File: config.mk
export PLATFORM = sky130hd
export DESIGN_NAME = ex_mem_stage
export DESIGN_NICKNAME = d
export VERILOG_FILES = /design/src/rtl/ex_mem_stage.sv
export SDC_FILE = /design/constraint.sdc
export NUM_CORES = 1
export LEC_CHECK = 0
export ABC_AREA = 1
export CAP_MARGIN = 30
export CORE_ASPECT_RATIO = 1.5
export CORE_MARGIN = 3
export CORE_UTILIZATION = 26
export CTS_CLUSTER_DIAMETER = 100
export CTS_CLUSTER_SIZE = 20
export DETAILED_ROUTE_END_ITERATION = 10
export PLACE_DENSITY = 0.58
export SLEW_MARGIN = 30
export SYNTH_ARGS = -nofsm -noshare
export SYNTH_HDL_FRONTEND = slang
export SYNTH_SLANG_ARGS = --single-unit
File: constraint.sdc
create_clock -name clk -period 1.3 [get_ports clk]
set_input_delay 0.325 -clock clk [delete_from_list [all_inputs] [get_ports clk]]
set_output_delay 0.325 -clock clk [all_outputs]
set_load 0.03 [all_outputs]
File: src/rtl/ex_mem_stage.sv
// ex_mem_stage: EX->MEM pipeline register with a 2-entry skid buffer.
// The EX-side bundle is decoded (store byte enables, lane-replicated store
// data, misalignment) before it is registered. The main entry drives mem_*.
// The skid entry holds one overflow bundle while MEM stalls.
// Ports:
//   clk, rst_n          clock, asynchronous active-low reset
//   flush               synchronous kill of every held entry and the current input
//   ex_valid/ex_ready   EX-side handshake (ex_ready is registered, = !skid full)
//   ex_*                ALU result, store source, rd and control from EX
//   mem_valid/mem_ready MEM-side handshake
//   mem_*               registered, decoded bundle toward MEM
module ex_mem_stage #(
  parameter int WIDTH = 32,
  parameter int RD_W  = 5
) (
  input  logic             clk,
  input  logic             rst_n,
  input  logic             flush,
  input  logic             ex_valid,
  output logic             ex_ready,
  input  logic [WIDTH-1:0] ex_alu_result,
  input  logic [WIDTH-1:0] ex_rs2_data,
  input  logic [RD_W-1:0]  ex_rd,
  input  logic             ex_reg_write,
  input  logic             ex_mem_read,
  input  logic             ex_mem_write,
  input  logic [2:0]       ex_funct3,
  output logic             mem_valid,
  input  logic             mem_ready,
  output logic [WIDTH-1:0] mem_alu_result,
  output logic [WIDTH-1:0] mem_store_data,
  output logic [3:0]       mem_byte_en,
  output logic [RD_W-1:0]  mem_rd,
  output logic             mem_reg_write,
  output logic             mem_mem_read,
  output logic             mem_mem_write,
  output logic [2:0]       mem_funct3,
  output logic             mem_misaligned
);

  typedef struct packed {
    logic [WIDTH-1:0] alu_result;
    logic [WIDTH-1:0] store_data;
    logic [3:0]       byte_en;
    logic [RD_W-1:0]  rd;
    logic             reg_write;
    logic             mem_read;
    logic             mem_write;
    logic [2:0]       funct3;
    logic             misaligned;
  } bundle_t;

  // Decode one EX bundle into the form held by both entries.
  function automatic bundle_t decode(
    input logic [WIDTH-1:0] alu,
    input logic [WIDTH-1:0] rs2,
    input logic [RD_W-1:0]  rd,
    input logic             reg_write,
    input logic             mem_read,
    input logic             mem_write,
    input logic [2:0]       funct3
  );
    bundle_t    b;
    logic [1:0] a;
    logic [3:0] be;
    logic       mis_raw;
    logic       mis;
    a = alu[1:0];
    b.store_data = rs2;
    case (funct3)
      3'b000, 3'b100: begin
        be           = 4'b0001 << a;
        b.store_data = {(WIDTH/8){rs2[7:0]}};
        mis_raw      = 1'b0;
      end
      3'b001, 3'b101: begin
        be           = 4'b0011 << a;
        b.store_data = {(WIDTH/16){rs2[15:0]}};
        mis_raw      = a[0];
      end
      3'b010: begin
        be      = 4'b1111;
        mis_raw = (a != 2'b00);
      end
      default: begin
        be      = 4'b0000;
        mis_raw = 1'b0;
      end
    endcase
    // Misalignment only matters for real memory accesses; it suppresses them.
    mis          = mis_raw && (mem_read || mem_write);
    b.alu_result = alu;
    b.rd         = rd;
    b.reg_write  = reg_write;
    b.mem_read   = mem_read && !mis;
    b.mem_write  = mem_write && !mis;
    b.byte_en    = (mem_write && !mis) ? be : 4'b0000;
    b.funct3     = funct3;
    b.misaligned = mis;
    return b;
  endfunction

  bundle_t main_r;
  bundle_t skid_r;
  bundle_t in_bundle_s;
  logic    main_valid_r;
  logic    skid_valid_r;
  logic    ex_ready_r;
  logic    in_fire_s;
  logic    drain_s;

  // Decode the incoming bundle and derive the handshake events of this cycle.
  always_comb begin
    in_bundle_s = decode(ex_alu_result, ex_rs2_data, ex_rd, ex_reg_write,
                         ex_mem_read, ex_mem_write, ex_funct3);
    in_fire_s   = ex_valid && ex_ready_r;
    drain_s     = !main_valid_r || mem_ready;
  end

  // Main/skid entry update; skid always refills main first to keep FIFO order.
  always_ff @(posedge clk or negedge rst_n) begin
    if (!rst_n) begin
      main_r       <= '0;
      skid_r       <= '0;
      main_valid_r <= 1'b0;
      skid_valid_r <= 1'b0;
      ex_ready_r   <= 1'b1;
    end else if (flush) begin
      main_valid_r <= 1'b0;
      skid_valid_r <= 1'b0;
      ex_ready_r   <= 1'b1;
    end else if (drain_s) begin
      if (skid_valid_r) begin
        // ex_ready was low, so no input can arrive alongside this move.
        main_r       <= skid_r;
        main_valid_r <= 1'b1;
        skid_valid_r <= 1'b0;
        ex_ready_r   <= 1'b1;
      end else if (in_fire_s) begin
        main_r       <= in_bundle_s;
        main_valid_r <= 1'b1;
        ex_ready_r   <= 1'b1;
      end else begin
        main_valid_r <= 1'b0;
        ex_ready_r   <= 1'b1;
      end
    end else begin
      if (in_fire_s) begin
        skid_r       <= in_bundle_s;
        skid_valid_r <= 1'b1;
        ex_ready_r   <= 1'b0;
      end else begin
        ex_ready_r   <= !skid_valid_r;
      end
    end
  end

  assign ex_ready       = ex_ready_r;
  assign mem_valid      = main_valid_r;
  assign mem_alu_result = main_r.alu_result;
  assign mem_store_data = main_r.store_data;
  assign mem_byte_en    = main_r.byte_en;
  assign mem_rd         = main_r.rd;
  assign mem_reg_write  = main_r.reg_write;
  assign mem_mem_read   = main_r.mem_read;
  assign mem_mem_write  = main_r.mem_write;
  assign mem_funct3     = main_r.funct3;
  assign mem_misaligned = main_r.misaligned;

endmodule

**Yosys cells after proc, flatten, opt, wreduce, memory -nomap -nowiden**

Index checks and enable logic that the tools add are counted.

- Register bits: 163
- Bits in latches: 0
- Bits in writable memories: 0
- Bits in read-only memories: 0
- Bits of input ports: 80
- Output and inout port bits: 82
- Word-level logic and storage cells: 63
- Memories kept: 0

- Add/sub/neg operators: 0
- Multipliers: 0
- Divide/modulo/power cells: 0
- $lt $le $gt $ge: 0
- Eq/ne operators: 4
- Shift-type cells: 2
- Multiplexer cells: 16
- Bitwise logic cells: 2
- Reductions and logical operators: 18

Operator list:

| kind | number |
|---|---|
| $mux 80 | 2 |
| $pmux 32 s2 | 1 |
| $pmux 4 s3 | 1 |
| $mux 1 | 10 |
| $eq 3x3->1 const B | 2 |
| $reduce_and 3->1 | 2 |
| $reduce_bool 2->1 | 3 |
| $logic_and 1x1->1 | 4 |
| $mux 4 | 1 |
| $reduce_or 2->1 | 2 |
| $shl 1x2->4 const A | 1 |
| $shl 2x2->4 const A | 1 |
| $eq 3x1->1 const B | 1 |
| $eq 3x2->1 const B | 1 |
| $logic_not 1->1 | 3 |
| $logic_not 3->1 | 1 |
| $reduce_bool 3->1 | 1 |
| $logic_or 1x1->1 | 2 |
| $not 1->1 | 2 |
| $pmux 1 s2 | 1 |

**Depth between registers and ports, before layout**

- Depth in word-level cells: 9
- Gate-level depth with buffers: 10

**Least setup slack after synthesis**

Ideal clock, no wire load.

- Path type: register to register
- Start: register ex_ready_r (netlist: ex_ready)
- End: register main_r, in the netlist mem_store_data[6]
- Setup time: 0.123 ns
- Data arrival time: 1.405 ns
- Required time: 1.177 ns
- Path slack: -0.228 ns
- Cell stages (with the launch flop): 9
- Buffers on the path: 3
- Clock period less this slack: 1.528 ns
- Path through: dfstp_2 nand2_1 nand2_2 nand3_2 buf_6 buf_6 buf_6 nand2_1 o21ai_2

- Word-level cells in the longest chain between the ends: 3

RTL lines:

| element | RTL line | RTL |
|---|---|---|
| start, declared | 108 | `logic ex_ready_r;` |
| start signal, assigned | 153 | `ex_ready_r <= !skid_valid_r;` |
| $logic_and 1x1->1 | 116 | `in_fire_s = ex_valid && ex_ready_r;` |
| $reduce_bool 2->1 (no line) | -- |  |
| $reduce_and 3->1 (no line) | -- |  |
| end signal, assigned | 135 | `main_r <= skid_r;` |
| end signal, assigned | 140 | `main_r <= in_bundle_s;` |
| end, declared | 103 | `bundle_t main_r;` |

Every way passes these cells.
A chain may end at the register's enable or synchronous reset.

**Worst setup path after layout**

- Start: register ex_ready_r (netlist: ex_ready)
- End: register main_r, in the netlist mem_store_data[12]

The elaborated chain is that of the path after synthesis.

==> impl_metrics.csv <==
group,metric,value,unit
floorplanning,start_util,26.6,%
floorplanning,die-area,0.0301,mm2
detailed_routing,via_per_inst,4.64,
setup_path,crit_path_end_kind,"register",
sta,period_needed,1.51,ns
floorplanning,die_y,211,um
pwr,p_total,17.7,mW
synthesis,syn-instance-count,876,
sta,fin_hold_ws,0.456,ns
floorplanning,die_w,143,um
global_route,antenna_found_initial,1,
floorplanning,ios,162,
clock_tree,cts.sinks,163,
sta,timing.final.ws_setup,-0.206,ns
final_layout,design_area,0.0124,mm2
floorplanning,core,0.0274,mm2
detailed_routing,wl_per_cell,16.9,um
clock_tree,path_clk_slew,0.07,ns
pwr,power_frac_seq,39.4,%
clock_tree,htree_levels,4,
global_route,grt_max_degree,61,
global_route,grt_usage,16.4,%
sta,slew_viol_final,0,
global_route,grt_pass1_wl,38300,um
clock_tree,cts_root_buf,"clkbuf_16",
detailed_routing,dr_total_vias,6972,
synthesis,avgSynthCellArea,8.31,um2
final_layout,fin_nets,1225,
placed_design,gp_congestion,0.770,
clock_tree,clk_path_buf_depth,2,
detailed_routing,drt_iter0_markers,370,
pwr,power_density,1430,mW/mm2
final_layout,drive_above_1_share,33.8,%
synthesis,syn_area,0.00728,mm2
synthesis,yosysSeqAreaShare,56.1,%
sta,setup_viol,205,
placed_design,numPortBuffers,161,
min_path,holdCritPathClass,"in2async",
detailed_routing,ant_nets,0,
sta,max-slew-margin-rel,70.2,%
pwr,ir_drop,1.00,mV
sta,fmax,0.664,GHz
synthesis,yosys_register_bits,163,
sta,final_hold_viol_count,0,
pwr,power_frac_comb,31.3,%
detailed_routing,drt_wl_total,25400,um
pwr,swShare,31.8,%
clock_tree,cts_tree,"yes",
final_layout,area_growth,69.7,%
floorplanning,rows,74,
global_route,grt_overflow,0,
setup_path,critical_path_class,"reg2reg",
placed_design,pre_cts_ws,-0.690,ns
status,status,"finished with violations",
pwr,pwr-share-clk,29.3,%
global_route,grt_pass1_vias,6891,
synthesis,synthDistinctLibCells,24,
sta,rsz0062_at_grt,"yes",
final_layout,final_core_util,45.1,%
setup_path,cp.required,1.64,ns
synthesis,synth_nets,956,
run,drv_cap,0,
placed_design,dpl.hpwl,14700,um
detailed_routing,drc,0,
sta,worstMarginPinSlew,0.447,ns
setup_path,critPathArrivalTime,1.85,ns
setup_path,worstSetupStartpointType,"register",
status,violations,"setup timing",
pwr,p_int,12.1,mW
sta,fin_worst_skew,0.00642,ns
clock_tree,insertion_delay,0.43,ns
pwr,p_switching,5.63,mW
setup_path,crit_fanout,8,
synthesis,yosysWarnings,0,
clock_tree,numCtsBuffers,17,
sta,fin_crit_sh,116,%
placed_design,placed_cell_area,0.00980,mm2
pwr,leakage,6.03,nW
detailed_routing,dr.pass1.iters,4,
==> power by group through the flow <==
| stage | clock network [mW] | logic, mW | registers [mW] |
|---|---|---|---|
| after global routing | 5.55 | 6.00 | 7.10 |
| after detailed placement | 0 | 4.25 | 6.93 |
| after floorplan | 0 | 1.33 | 7.62 |
| after CTS | 5.33 | 5.08 | 6.93 |
| final | 5.20 | 5.55 | 6.98 |
| after global placement | 0 | 4.19 | 6.92 |
==> metal layers <==
| layer | GRT usage [%] | share of wire [%] |
|---|---|---|
| met4 | 5.97 | 2.4 |
| met1 | 20.4 | 41 |
| met2 | 27.5 | 50 |
| met3 | 4.17 | 5.8 |
| met5 | 0 | 0 |
==> synthesized netlist by cell type (all sizes together) <==
master     n  area [um2]
nand2    297        1120
o21ai    225        1130
dfrtp    162        4050
inv       71         269
buf       42         303
nor2      30         123
nand3     15        80.1
clkbuf    14        52.6
a21oi      8        40.0
a31oi      4        25.0
o211ai     4        30.0
a2bb2oi    2        17.5
dfstp      1        26.3
nand4      1        6.26
==> cell families (layout without fill, tap and decap cells) <==
| logic type | after synthesis | in the layout | synth area share (%) |
|---|---|---|---|
| AND/OR/NAND/NOR | 343 | 343 | 18.3 |
| AO/OA/AOI/OAI | 243 | 243 | 17.1 |
| flip-flops | 163 | 163 | 56.1 |
| buffers and inverters | 127 | 409 | 8.58 |
| other | 0 | 1 | 0 |
==> path summary, 6_finish.rpt <==
path,end,from,slack [ns],cells past startpoint
max,mem_store_data[12],ex_ready,-0.21,8
min,mem_rd[3],rst_n,0.46,3
max reg2reg,mem_store_data[12],ex_ready,-0.21,8
min reg2reg,skid_r[44],skid_r[44],0.48,2
max in group asynchronous,mem_store_data[31],rst_n,0.51,3
min in group clk,skid_r[7],ex_rd[0],0.46,3
==> sequential cells by signal, indices dropped and copies added, names as in the netlist <==
register	count
ex_ready	1
mem_alu_result	32
mem_byte_en	4
mem_funct3	3
mem_mem_read	1
mem_mem_write	1
mem_misaligned	1
mem_rd	5
mem_reg_write	1
mem_store_data	32
mem_valid	1
skid_r	80
skid_valid_r	1
==> repair_timing <==
action / in CTS / in global routing
hold buffers: 1 / 0
endpoints found under the hold margin: 162 / 0
pin swaps: 16 / 18
setup buffers: 45 / 22
endpoints found under the setup margin: 233 / 242
resized for setup: 195 / 118
cloned: 15 / 6
==> critical path: stages (launching register included) <==
cell,delay [ns]
dfstp_2,0.55
nand2_4,0.06
nand2_4,0.07
nand3_4,0.12
buf_12,0.18
clkinv_8,0.06
clkbuf_16,0.15
o21ai_2,0.06
o21ai_1,0.16
==> final cells by class <==
type	count	area (um2)
inverters	71	294
diodes	1	2.50
repair buffers	306	3830
multi-input cells	586	3110
clock inverters	10	135
flip-flops and latches	163	4100
well taps	342	428
fillers	2598	15000
clock buffers	22	454
==> metrics by stage <==
stage               TNS, ns  instances
finish               -22.03       1501
detailed placement   -75.53       1384
global route         -32.62       1500
CTS                  -23.82       1476
floorplan            -15.75        876
global placement     -72.05       1384
==> placed cells by master, fill, tap and decap left out, types with 4 or more instances in the layout <==
cell type and n:
o211ai_1 4, o21ai_2 55, clkbuf_1 4, clkinvlp_4 4, inv_1 65, buf_16 17
dfrtp_1 150, o21ai_0 77, nand2_1 251, buf_12 49, nand2_2 21, dfrtp_2 12
o21ai_1 92, buf_8 4, a21oi_1 4, nor2_1 24, buf_6 65, buf_4 86
clkdlybuf4s50_1 75, nand2_4 25, clkbuf_16 23, nand3_1 14
Note: power is estimated with default switching activity, not from simulation.
